[config.mk]
export PLATFORM = sky130hd
export DESIGN_NAME = tia_pf_serializer
export DESIGN_NICKNAME = d
export VERILOG_FILES = /design/src/rtl/tia_pf_pkg.sv /design/src/rtl/tia_pf_step_reg.sv /design/src/rtl/tia_pf_serializer.sv
export SDC_FILE = /design/constraint.sdc
export NUM_CORES = 1
export LEC_CHECK = 0
export ABC_AREA = 1
export CORE_MARGIN = 4
export CORE_UTILIZATION = 50
export DETAILED_ROUTE_END_ITERATION = 10
export HOLD_SLACK_MARGIN = 0.06
export PLACE_DENSITY = 0.7
export SLEW_MARGIN = 0
export SYNTH_ARGS = -nofsm -noshare
export SYNTH_HDL_FRONTEND = slang
export SYNTH_SLANG_ARGS = --single-unit
[constraint.sdc]
create_clock -name clkp -period 1.5 [get_ports clkp]
set_input_delay 0.225 -clock clkp [delete_from_list [all_inputs] [get_ports clkp]]
set_output_delay 0.225 -clock clkp [all_outputs]
set_load 0.05 [all_outputs]
[src/rtl/tia_pf_pkg.sv]
// Shared constants and helpers for the TIA playfield serializer: slot map and
// start-token decode.
package tia_pf_pkg;

  localparam int unsigned PF_SLOTS  = 20;
  localparam int unsigned CHAIN_LEN = PF_SLOTS - 1;

  typedef struct packed {
    logic rep;   // forward (repeat) chain start
    logic refl;  // backward (reflect) chain start
  } pf_start_t;

  // Slot k of the returned vector is the stored bit shown at screen slot Sk.
  // PF0 holds only d[7:4], so pf0[0] is PF0.4.
  function automatic logic [PF_SLOTS-1:0] pf_slot_map(input logic [3:0] pf0,
                                                      input logic [7:0] pf1,
                                                      input logic [7:0] pf2);
    logic [PF_SLOTS-1:0] s;
    s[3:0] = pf0;
    for (int i = 0; i < 8; i++) begin
      s[4 + i]  = pf1[7 - i];
      s[12 + i] = pf2[i];
    end
    return s;
  endfunction

  function automatic pf_start_t pf_start(input logic ref_bar, input logic cnt, input logic rhb);
    pf_start_t st;
    st.rep  = (ref_bar & cnt) | rhb;
    st.refl = ~ref_bar & cnt;
    return st;
  endfunction

endpackage

[src/rtl/tia_pf_step_reg.sv]
// Step-enabled register with synchronous active-low reset; models one D1 stage
// per bit, advancing only on playfield steps.
module tia_pf_step_reg #(
  parameter int unsigned Width = 1
) (
  input  logic             clk_i,
  input  logic             rst_ni,
  input  logic             en_i,
  input  logic [Width-1:0] d_i,
  output logic [Width-1:0] q_o
);

  logic [Width-1:0] q_q;

  always_ff @(posedge clk_i) begin
    if (!rst_ni) begin
      q_q <= '0;
    end else if (en_i) begin
      q_q <= d_i;
    end
  end

  assign q_o = q_q;

endmodule

[src/rtl/tia_pf_serializer.sv]
// TIA playfield serializer: PF0/PF1/PF2 registers, forward and backward position
// token chains over 20 slots, and the D1/F1 output path driving pf and cntd.
module tia_pf_serializer
  import tia_pf_pkg::*;
(
  input  logic       clkp,
  input  logic       reset_bar,
  input  logic       hstep,
  input  logic       cnt,
  input  logic       rhb,
  input  logic       ref_bar,
  input  logic [7:0] d,
  input  logic       pf0_wr,
  input  logic       pf1_wr,
  input  logic       pf2_wr,
  output logic       cntd,
  output logic       pf
);

  logic [3:0]          pf0_q;
  logic [7:0]          pf1_q;
  logic [7:0]          pf2_q;
  pf_start_t           start;
  logic [CHAIN_LEN:1]  f_q;
  logic [CHAIN_LEN:1]  f_d;
  logic [CHAIN_LEN:1]  b_q;
  logic [CHAIN_LEN:1]  b_d;
  logic [PF_SLOTS-1:0] slot_act;
  logic [PF_SLOTS-1:0] slot_bits;
  logic                pix;
  logic                pix_d_q;
  logic                pf_q;

  always_ff @(posedge clkp) begin
    if (!reset_bar) begin
      pf0_q <= '0;
      pf1_q <= '0;
      pf2_q <= '0;
    end else begin
      if (pf0_wr) pf0_q <= d[7:4];
      if (pf1_wr) pf1_q <= d;
      if (pf2_wr) pf2_q <= d;
    end
  end

  assign start = pf_start(ref_bar, cnt, rhb);
  assign f_d   = {f_q[CHAIN_LEN-1:1], start.rep};
  assign b_d   = {b_q[CHAIN_LEN-1:1], start.refl};

  tia_pf_step_reg #(
    .Width(CHAIN_LEN)
  ) u_fwd_chain (
    .clk_i (clkp),
    .rst_ni(reset_bar),
    .en_i  (hstep),
    .d_i   (f_d),
    .q_o   (f_q)
  );

  tia_pf_step_reg #(
    .Width(CHAIN_LEN)
  ) u_bwd_chain (
    .clk_i (clkp),
    .rst_ni(reset_bar),
    .en_i  (hstep),
    .d_i   (b_d),
    .q_o   (b_q)
  );

  // Edge slots are also lit combinationally by a start in progress; the
  // backward chain walks from S19 down, so b[k] lights S(19-k).
  always_comb begin
    slot_act              = '0;
    slot_act[0]           = start.rep | b_q[CHAIN_LEN];
    slot_act[PF_SLOTS-1]  = start.refl | f_q[CHAIN_LEN];
    for (int k = 1; k < CHAIN_LEN; k++) begin
      slot_act[k] = f_q[k] | b_q[CHAIN_LEN-k];
    end
  end

  assign slot_bits = pf_slot_map(pf0_q, pf1_q, pf2_q);
  assign pix       = |(slot_act & slot_bits);

  tia_pf_step_reg #(
    .Width(1)
  ) u_pix_d (
    .clk_i (clkp),
    .rst_ni(reset_bar),
    .en_i  (hstep),
    .d_i   (pix),
    .q_o   (pix_d_q)
  );

  tia_pf_step_reg #(
    .Width(1)
  ) u_cntd (
    .clk_i (clkp),
    .rst_ni(reset_bar),
    .en_i  (hstep),
    .d_i   (cnt),
    .q_o   (cntd)
  );

  // F1 stage: follows pix_d on every clock, not just on steps.
  always_ff @(posedge clkp) begin
    if (!reset_bar) begin
      pf_q <= 1'b0;
    end else begin
      pf_q <= pix_d_q;
    end
  end

  assign pf = pf_q;

endmodule

# Yosys cells after proc, flatten, opt, wreduce, memory -nomap -nowiden
# Index checks and enable logic that the tools add are counted.
# op_classes
bitwise_logic	25
n_reduce_logical	1
# op_table
op	n
1-bit OR	21
20-bit bitwise AND	1
20-bit OR reduction	1
1-bit bitwise AND	2
1-bit inverter	1
# word_totals
ff_bits	61
inputBits	17
out_inout_bits	2
elab_cells	34

# Longest topological paths before layout
# Gate-level depths: netlist of run 1.
# depth
word_depth	5
depth_mapped	6
depth_no_buf	6

# Modules after synthesis
# From an unflattened synthesis of run 1, not the netlist that was laid out.
# unflattened
hier_cells	402
hier_area_um2	2647.5
# modules_own_cells
module	n_inst	cells_each	area_per_inst_um2	seq_area_each_um2
tia_pf_step_reg (u_bwd_chain ...)	2	120	790.8	380.4
tia_pf_serializer	1	150	983.4	420.4
tia_pf_step_reg (u_cntd ...)	2	6	41.3	20.0

# Worst setup path before layout of run 1
# Ideal clock, no wire load.
# synth_timing
path_type	flip-flop to flip-flop
startpoint	reg u_cntd.q_o (netlist name)
endpoint	reg u_cntd.q_q, in the netlist u_cntd.q_o
setup_time_ns	0.070
arrival_ns	0.868
t_required_ns	1.430
path_slack_ns	0.562
stages_incl_launch_ff	3
path_buffers	0
period_less_slack_ns	0.938
cell_sequence	dfxtp_1 > o21ai_0 > a21oi_1
# synth_rtl
item	line	text
end signal, assigned	tia_pf_step_reg.sv:19	q_q <= d_i;
end, declared	tia_pf_step_reg.sv:13	logic [Width-1:0] q_q;

# Worst setup path after layout of run 1
# layout_timing
startpoint	reg u_cntd.q_q, in the netlist u_cntd.q_o
endpoint	out cntd
# layout_rtl
item	line	text
end, declared	tia_pf_serializer.sv:16	output logic cntd,
# No word-level cell between the ends.

==> impl_metrics.env, run 1 <==
export IMPL_status="completed"
export IMPL_netlist_instances=297
export IMPL_synth_warnings=0
export IMPL_worstSetupEndpointType="primary output"
export IMPL_slew_headroom=0.830
export IMPL_place_area_sq_um=2500
export IMPL_clk_pin_slew_ns=0.06
export IMPL_grt_pass1_wl_microns=8230
export IMPL_fmax_mhz=919
export IMPL_worst_hold_path_type="reg2reg"
export IMPL_drtIter0Drc=92
export IMPL_root_buffer="clkbuf_8"
export IMPL_grt_max_degree=62
export IMPL_cp_data_arrival_time_ns=0.86
export IMPL_vias_per_cell=5.13
export IMPL_grt_pass1_vias=1787
export IMPL_netlist_area_sq_um=2250
export IMPL_htree_levels=3
export IMPL_portBuffers=18
export IMPL_wirelength_microns=4850
export IMPL_worst_pin_slew_ns=0.253
export IMPL_clock_skew_ns=0.00754
export IMPL_cts_buffer_depth=2
export IMPL_post_cts_setup_buffers=0
export IMPL_syn_nets=314
export IMPL_cap_viol_max_count=0
export IMPL_drive_above_1_share=0.0717
export IMPL_highest_layer="met4"
export IMPL_vias=1912
export IMPL_leakagePower_nw=1.14
export IMPL_wl_met1_microns=2400
export IMPL_cts_tree="yes"
export IMPL_start_util=0.517
export IMPL_dieArea_sq_um=5640
export IMPL_yosysSeqAreaShare=0.543
export IMPL_cts_sinks=61
export IMPL_fin_nets=336
export IMPL_setup_viol=0
export IMPL_io_pins=19
export IMPL_wl_per_cell_microns=13.0
export IMPL_ctsHoldBuffers=0
export IMPL_slew_viol_final=0
export IMPL_worstSkewPairLatency_ns=0.33
export IMPL_power_density_nw_per_um2=1250
export IMPL_crit_chain="buf_4"
export IMPL_core_sq_um=4350
export IMPL_met2_length_microns=2200
export IMPL_rows=24
export IMPL_area_growth_pct=17.9
export IMPL_grt_util_all_layers=0.197
export IMPL_final_area_sq_um=2650
export IMPL_first_pass_iters=4
export IMPL_drc=0
export IMPL_layout_commonest_cell="nor2_1"
export IMPL_dieWidth_microns=75.1
export IMPL_final_cell_mix="90 x nor2_1, 74 x o21ai_0, 61 x dfxtp_1"
export IMPL_post_cts_resized=0
export IMPL_avgSynthCellArea_sq_um=7.57
export IMPL_fin_crit_ns=1.09
export IMPL_crit_required_ns=1.27
export IMPL_grt_ovfl_total=0
export IMPL_worstPathMaxFanout=2
export IMPL_place_gp_congestion=0.760
export IMPL_hpwl_microns=3310
export IMPL_antenna_found_initial=0
export IMPL_critPathBufInv=1
export IMPL_die_height_microns=75.1
export IMPL_rsz0062_at_grt="no"
export IMPL_netlist_cell_type_count=15
export IMPL_ir_drop_v=0.000764
export IMPL_path_class="reg2out"
export IMPL_cts_made_buffers=9
export IMPL_cpLargestDelayFamily="flip-flops"
export IMPL_cpPeakStageDelay_ns=0.33
export IMPL_synth_seq_cells=61
export IMPL_tns_ns=0
export IMPL_antenna_left=0
export IMPL_fin_crit_sh=0.726
export IMPL_hold_viol=0
export IMPL_insertedDiodeCount=0
export IMPL_worst_setup_path_start_kind="flip-flop"
export IMPL_crit_path_top_delay_cell="dfxtp_1"
export IMPL_wl_met3_microns=212
[cell type report]
type | count | area [sq um]
flip-flops and latches | 61 | 1220
well taps | 52 | 65.1
repair buffers | 25 | 253
multi-input cells | 203 | 890
clock buffers | 10 | 138
inverters | 19 | 71.3
clock inverters | 3 | 15.0
fillers | 407 | 1700
[synthesized netlist by cell type]
| master | number | area, sq um |
|---|---|---|
| clkbuf_2 | 3 | 15.0 |
| inv_1 | 16 | 60.1 |
| buf_6 | 1 | 11.3 |
| o21ai_1 | 1 | 5.00 |
| nand2_1 | 13 | 48.8 |
| o21ai_0 | 74 | 370 |
| dfxtp_1 | 61 | 1220 |
| inv_2 | 1 | 3.75 |
| a21oi_1 | 22 | 110 |
| clkinv_1 | 2 | 7.51 |
| buf_2 | 3 | 15.0 |
| nand3_1 | 2 | 10.0 |
| o211ai_1 | 1 | 7.51 |
| nor2_1 | 90 | 338 |
| clkbuf_1 | 7 | 26.3 |
[power breakdown]
group	total, W	internal, W	switching (W)
Combinational	0.000345	0.000145	0.000200
Clock	0.00119	0.000606	0.000580
Sequential	0.00179	0.00173	0.0000580
[worst paths after layout]
check	from	end	slack, ns	depth (start not counted)
setup / recovery	u_cntd.q_o$_SDFFE_PN0P_	cntd	0.41	1
hold / removal	u_pix_d.q_o$_SDFFE_PN0P_	pf$_SDFF_PN0_	0.45	2
setup reg to reg	u_bwd_chain.q_o[10]$_SDFFE_PN0P_	u_pix_d.q_o$_SDFFE_PN0P_	0.41	6
hold reg to reg	u_pix_d.q_o$_SDFFE_PN0P_	pf$_SDFF_PN0_	0.45	2
[cells by family after synthesis]
family,count (synthesis),synth area share
AND/OR/NAND/NOR,105,0.176
AO/OA/AOI/OAI,98,0.219
flip-flops,61,0.543
buffers and inverters,33,0.0617
[metrics by stage]
stage / std cells / util / worst slack (ns) / hold WS (ns) / total power [W]
floorplan: 297 / - / 0.562 / 0.360 / 0.00203
global placement: 360 / 0.574 / 0.139 / 0.434 / 0.00216
detailed placement: 360 / 0.574 / 0.126 / 0.431 / 0.00217
CTS: 373 / 0.609 / 0.393 / 0.453 / 0.00336
global route: 373 / 0.609 / 0.338 / 0.475 / 0.00349
finish: 373 / 0.609 / 0.411 / 0.448 / 0.00332
[state kept, by name, indices dropped and copies added (netlist names)]
| signal | cells |
|---|---|
| pf | 1 |
| u_pix_d.q_o | 1 |
| pf1_q | 8 |
| pf0_q | 4 |
| u_bwd_chain.q_o | 19 |
| u_cntd.q_o | 1 |
| u_fwd_chain.q_o | 19 |
| pf2_q | 8 |
[routing by layer]
layer	vias to the layer above	GRT usage
met5	-	0
met4	0	0.0474
met3	7	0.0881
met2	30	0.292
met1	863	0.263
li1	1012	-
Power figures use the tool's default switching activity.
==> run 2, diff against run 1 <==
==> constraint.sdc (replaced) <==
create_clock -name clkp -period 1.02 [get_ports clkp]
set_input_delay 0.153 -clock clkp [delete_from_list [all_inputs] [get_ports clkp]]
set_output_delay 0.153 -clock clkp [all_outputs]
set_load 0.05 [all_outputs]
==> impl_metrics.env, run 2 (same netlist as run 1, synthesis figures left out) <==
export IMPL_die_height_microns=75.1
export IMPL_p_int_w=0.00388
export IMPL_final_cells=388
export IMPL_grt_util_all_layers=0.197
export IMPL_clk_pin_slew_ns=0.06
export IMPL_power_density_nw_per_um2=1810
export IMPL_worst_r2r_path_depth=6
export IMPL_drtIter0Drc=75
export IMPL_critPathBufInv=0
export IMPL_fin_ws_ns=0.0311
export IMPL_status="completed"
export IMPL_wirelength_microns=4890
export IMPL_core_sq_um=4350
export IMPL_rows=24
export IMPL_final_area_sq_um=2840
export IMPL_cpLargestDelayFamily="simple AND/OR/NAND/NOR gates"
export IMPL_htree_levels=3
export IMPL_dpl_cell_count=373
export IMPL_final_util=0.651
export IMPL_fillCellCount=375
export IMPL_seqPwrFrac=0.514
export IMPL_worst_setup_path_start_kind="flip-flop"
export IMPL_crit_chain="o21ai_2 -> nand2_1 -> nor2_2 -> nand2_1 -> nor2_1 -> a21oi_1"
export IMPL_cpPeakStageDelay_ns=0.33
export IMPL_dieArea_sq_um=5640
export IMPL_slew_headroom=0.820
export IMPL_ir_drop_v=0.00135
export IMPL_grt_pass1_wl_microns=8130
export IMPL_cts_sinks=61
export IMPL_layout_commonest_cell="nor2_1"
export IMPL_drc=0
export IMPL_place_gp_congestion=0.772
export IMPL_dp_slack_ns=-0.317
export IMPL_rsz0062_at_grt="yes"
export IMPL_crit_top_cell="nand2_1"
export IMPL_pwr_share_comb=0.114
export IMPL_cap_viol_max_count=0
export IMPL_io_pins=19
export IMPL_dieWidth_microns=75.1
export IMPL_first_pass_iters=4
export IMPL_crit_required_ns=1.24
export IMPL_cts_made_buffers=9
export IMPL_grt_pass1_vias=1822
export IMPL_hold_viol=0
export IMPL_worstSetupEndpointType="flip-flop"
export IMPL_vias_per_cell=4.95
export IMPL_root_buffer="clkbuf_8"
export IMPL_area_growth_pct=26.0
export IMPL_cts_buffer_depth=2
export IMPL_reg2reg_from="u_bwd_chain.q_o[17]$_SDFFE_PN0P_"
export IMPL_hpwl_microns=3290
export IMPL_switching_share=0.242
export IMPL_wl_per_cell_microns=12.6
export IMPL_fin_crit_sh=0.970
export IMPL_tns_ns=0
export IMPL_final_cell_mix="89 x nor2_1, 63 x o21ai_0, 58 x dfxtp_1"
export IMPL_min_path_cells=3
export IMPL_fin_crit_ns=0.989
export IMPL_insertedDiodeCount=0
export IMPL_leakagePower_nw=1.24
export IMPL_clock_skew_ns=0.00687
export IMPL_p_sw_w=0.00124
export IMPL_worstPathMaxFanout=3
export IMPL_grt_max_degree=62
export IMPL_slew_viol_final=0
export IMPL_cp_data_arrival_time_ns=1.21
export IMPL_hold_path_endpoint="u_cntd.q_o$_SDFFE_PN0P_"
export IMPL_cts_tree="yes"
export IMPL_worst_pin_slew_ns=0.266
export IMPL_worstSkewPairLatency_ns=0.34
export IMPL_portBuffers=18
export IMPL_drive_above_1_share=0.128
export IMPL_start_util=0.517
export IMPL_path_class="reg2reg"
export IMPL_antenna_left=0
export IMPL_fmax_mhz=1010
export IMPL_worst_hold_path_type="in2reg"
export IMPL_rr_endpoint="u_pix_d.q_o$_SDFFE_PN0P_"
export IMPL_r2r_slack_ns=0.03
export IMPL_fin_nets=349
export IMPL_vias=1922
export IMPL_crit_path_top_delay_cell="dfxtp_2"
export IMPL_place_area_sq_um=2640
export IMPL_setup_viol=0
export IMPL_antenna_found_initial=0
export IMPL_grt_ovfl_total=0
export IMPL_min_from="hstep"
export IMPL_p_clk_frac=0.372
-- run 2: how the worst max path moves through the flow --
stage,from,to,slack [ns],cells past startpoint
5_1_grt,u_bwd_chain.q_o[17]$_SDFFE_PN0P_,u_pix_d.q_o$_SDFFE_PN0P_,-0.06,6
4_1_cts,u_fwd_chain.q_o[8]$_SDFFE_PN0P_,u_pix_d.q_o$_SDFFE_PN0P_,0.004,6
2_1_floorplan,u_cntd.q_o$_SDFFE_PN0P_,u_cntd.q_o$_SDFFE_PN0P_,0.08,2
6_report,u_bwd_chain.q_o[17]$_SDFFE_PN0P_,u_pix_d.q_o$_SDFFE_PN0P_,0.03,6
3_3_place_gp,hstep,u_pix_d.q_o$_SDFFE_PN0P_,-0.29,6
3_5_place_dp,hstep,u_bwd_chain.q_o[3]$_SDFFE_PN0P_,-0.32,4
-- run 2: metrics by stage --
step / total power, W / hold slack, ns
floorplan: 0.00298 / 0.288
global placement: 0.00324 / 0.427
detailed placement: 0.00325 / 0.426
CTS: 0.00518 / 0.416
global route: 0.00539 / 0.332
finish: 0.00512 / 0.326
-- run 2: area by class of cell --
cell class	instances	area [sq um]	share of cell area
tap	52	65.1	0.0229
clock buffer	14	173	0.0609
clock inverter	1	5.00	0.00177
sequential	61	1230	0.433
inverter	19	75.1	0.0265
multi-input combinational	203	900	0.317
timing repair buffer	38	390	0.138
-- run 2: worst min-delay path: stages --
cell	delay [ns]
dlymetal6s2s_1	0.17
buf_4	0.21
a21oi_1	0.08
-- run 2: what timing repair did --
item / 4_1_cts / 5_1_grt
pin swaps: 0 / 3
gates cloned: 0 / 0
endpoints found under the setup margin: 2 / 19
hold buffers: 0 / 0
gates resized for setup: 6 / 14
setup buffers: 0 / 0
-- run 2: layer usage --
| layer | up-vias | global-route usage | wire, microns |
|---|---|---|---|
| met4 | 0 | 0.0771 | 89 |
| met5 | - | 0 | 0 |
| li1 | 1042 | - | - |
| met2 | 18 | 0.290 | 2200 |
| met1 | 855 | 0.257 | 2440 |
| met3 | 7 | 0.0801 | 155 |
-- run 2: power groups by stage --
stage | registers [W] | logic, W | clock network, W
4_1_cts | 0.00263 | 0.000586 | 0.00196
3_3_place_gp | 0.00267 | 0.000570 | 0
6_report | 0.00263 | 0.000585 | 0.00191
3_5_place_dp | 0.00267 | 0.000579 | 0
2_1_floorplan | 0.00267 | 0.000309 | 0
5_1_grt | 0.00265 | 0.000660 | 0.00208
==> run 3, diff against run 2 <==
--- a/config.mk
+++ b/config.mk
@@ -9,8 +9,9 @@
 export CORE_MARGIN = 4
 export CORE_UTILIZATION = 50
 export DETAILED_ROUTE_END_ITERATION = 10
+export GPL_TIMING_DRIVEN = 0
 export HOLD_SLACK_MARGIN = 0.06
-export PLACE_DENSITY = 0.7
+export PLACE_DENSITY = 0.69
 export SLEW_MARGIN = 0
 export SYNTH_ARGS = -nofsm -noshare
 export SYNTH_HDL_FRONTEND = slang
==> impl_metrics.env, run 3 (same netlist as run 1, synthesis figures left out) <==
export IMPL_hpwl_microns=3800
export IMPL_antenna_found_initial=0
export IMPL_switching_share=0.249
export IMPL_wirelength_microns=5670
export IMPL_setup_viol=1
export IMPL_critPathBufInv=0
export IMPL_cpLargestDelayFamily="simple AND/OR/NAND/NOR gates"
export IMPL_fin_crit_sh=1.05
export IMPL_io_pins=19
export IMPL_cts_made_buffers=9
export IMPL_htree_levels=3
export IMPL_area_growth_pct=23.6
export IMPL_min_path_cells=3
export IMPL_cts_buffer_depth=2
export IMPL_clock_skew_ns=0.00646
export IMPL_ctsHoldBuffers=0
export IMPL_violations="setup timing"
export IMPL_grt_max_degree=11
export IMPL_reg2reg_from="u_bwd_chain.q_o[16]$_SDFFE_PN0P_"
export IMPL_r2r_slack_ns=-0.05
export IMPL_fmax_mhz=938
export IMPL_crit_required_ns=1.24
export IMPL_slew_viol_final=0
export IMPL_worst_pin_slew_ns=0.491
export IMPL_insertedDiodeCount=0
export IMPL_p_int_w=0.00409
export IMPL_crit_path_top_delay_cell="dfxtp_2"
export IMPL_die_height_microns=75.1
export IMPL_hold_path_endpoint="u_cntd.q_o$_SDFFE_PN0P_"
export IMPL_grt_pass1_wl_microns=9390
export IMPL_layout_commonest_cell="nor2_1"
export IMPL_portBuffers=18
export IMPL_ir_drop_v=0.00100
export IMPL_rows=24
export IMPL_vias_per_cell=5.23
export IMPL_pwr_share_comb=0.101
export IMPL_crit_chain="o21ai_2 -> nand2_1 -> nor2_2 -> nand2_1 -> nor2_2 -> a21oi_1"
export IMPL_worstSkewPairLatency_ns=0.34
export IMPL_place_gp_congestion=0.807
export IMPL_wl_met3_microns=257
export IMPL_cap_viol_max_count=0
export IMPL_met2_length_microns=2630
export IMPL_dieArea_sq_um=5640
export IMPL_power_density_nw_per_um2=1960
export IMPL_worst_hold_path_type="in2reg"
export IMPL_vias=2007
export IMPL_drive_above_1_share=0.157
export IMPL_cts_tree="yes"
export IMPL_cp_data_arrival_time_ns=1.29
export IMPL_highest_layer="met4"
export IMPL_final_cell_mix="87 x nor2_1, 63 x o21ai_0, 53 x dfxtp_1"
export IMPL_first_pass_iters=4
export IMPL_worst_r2r_path_depth=6
export IMPL_path_class="reg2reg"
export IMPL_tns_ns=-0.0462
export IMPL_worst_setup_path_start_kind="flip-flop"
export IMPL_antenna_left=0
export IMPL_slew_headroom=0.673
export IMPL_core_sq_um=4350
export IMPL_fin_crit_ns=1.07
export IMPL_status="finished, violations left"
export IMPL_p_clk_frac=0.411
export IMPL_fin_ws_ns=-0.0462
export IMPL_wl_per_cell_microns=14.8
export IMPL_drc=0
export IMPL_finalPower_w=0.00544
export IMPL_worstSetupEndpointType="flip-flop"
export IMPL_clk_pin_slew_ns=0.07
export IMPL_seqPwrFrac=0.487
export IMPL_fillCellCount=396
export IMPL_dieWidth_microns=75.1
export IMPL_grt_ovfl_total=0
export IMPL_worstPathMaxFanout=3
export IMPL_rsz0062_at_grt="yes"
export IMPL_grt_util_all_layers=0.229
export IMPL_leakagePower_nw=1.22
export IMPL_root_buffer="clkbuf_8"
export IMPL_cpPeakStageDelay_ns=0.33
export IMPL_cts_sinks=61
export IMPL_p_sw_w=0.00136
export IMPL_rr_endpoint="u_pix_d.q_o$_SDFFE_PN0P_"
export IMPL_start_util=0.517
export IMPL_hold_viol=0
export IMPL_fin_nets=344
export IMPL_grt_pass1_vias=1913
export IMPL_wl_met1_microns=2690
export IMPL_drtIter0Drc=150
export IMPL_min_from="reset_bar"
-- run 3: cell types whose count changed in the layout (fill, tap and decap cells not counted), moves of 3 or more --
cell and change:
buf_12 -5, buf_2 +3, dfxtp_1 -5, o21ai_2 +5
buf_4 -14, o21ai_1 -5, clkdlybuf4s50_1 -3, clkbuf_2 +5
clkinv_2 +4, dfxtp_2 +6
-- run 3: stage by stage --
stage	cell area, sq um	hold WS, ns	setup slack, ns	cells	utilization
after detailed placement	2490	0.434	-0.535	367	0.573
final	2780	0.173	-0.0462	384	0.639
after floorplan	2250	0.288	0.0818	297	-
after global routing	2780	0.201	-0.108	384	0.639
after global placement	2490	0.421	-0.506	367	0.573
after CTS	2730	0.405	-0.0371	384	0.626
-- run 3: timing repair --
item                                    CTS  global route
setup buffers                             1             0
endpoints found under the setup margin   55            44
hold endpoints to repair                  0             0
gates cloned                              0             0
resized for setup                        37            26
pin swaps                                 9             8
-- run 3: metal layers --
layer | track usage | vias up
li1 | - | 1031
met1 | 0.304 | 937
met2 | 0.353 | 30
met3 | 0.0841 | 9
met4 | 0.0613 | 0
met5 | 0 | -
-- run 3: power by group through the flow --
stage	logic, W	clock network [W]	registers, W
3_5_place_dp	0.000516	0	0.00268
5_1_grt	0.000622	0.00240	0.00267
6_report	0.000552	0.00224	0.00265
3_3_place_gp	0.000507	0	0.00268
2_1_floorplan	0.000309	0	0.00267
4_1_cts	0.000532	0.00226	0.00264
-- run 3: cell type report --
type / instances / area, sq um / share of cell area
Sequential cell: 61 / 1230 / 0.443
Timing Repair Buffer: 19 / 196 / 0.0706
Inverter: 19 / 73.8 / 0.0265
Tap cell: 52 / 65.1 / 0.0234
Clock inverter: 4 / 45.0 / 0.0162
Buffer: 14 / 81.3 / 0.0292
Multi-Input combinational cell: 203 / 923 / 0.332
Clock buffer: 12 / 165 / 0.0594
-- run 3: worst max path at each step --
stage,endpoint,slack (ns),startpoint,cells past startpoint
2_1_floorplan,u_cntd.q_o$_SDFFE_PN0P_,0.08,u_cntd.q_o$_SDFFE_PN0P_,2
3_3_place_gp,pf1_q[5]$_SDFFE_PN0P_,-0.51,pf1_wr,4
3_5_place_dp,u_fwd_chain.q_o[9]$_SDFFE_PN0P_,-0.53,reset_bar,4
4_1_cts,u_pix_d.q_o$_SDFFE_PN0P_,-0.04,u_fwd_chain.q_o[0]$_SDFFE_PN0P_,6
5_1_grt,u_pix_d.q_o$_SDFFE_PN0P_,-0.11,u_bwd_chain.q_o[9]$_SDFFE_PN0P_,6
6_report,u_pix_d.q_o$_SDFFE_PN0P_,-0.05,u_bwd_chain.q_o[16]$_SDFFE_PN0P_,6
-- run 3: worst reg2reg max path: cells and delay by family, from the launching register on --
family / cells / cell delay, ns
AOI/OAI and AO/OA: 2 / 0.22
DFF: 1 / 0.33
and+or+nand+nor: 4 / 0.39
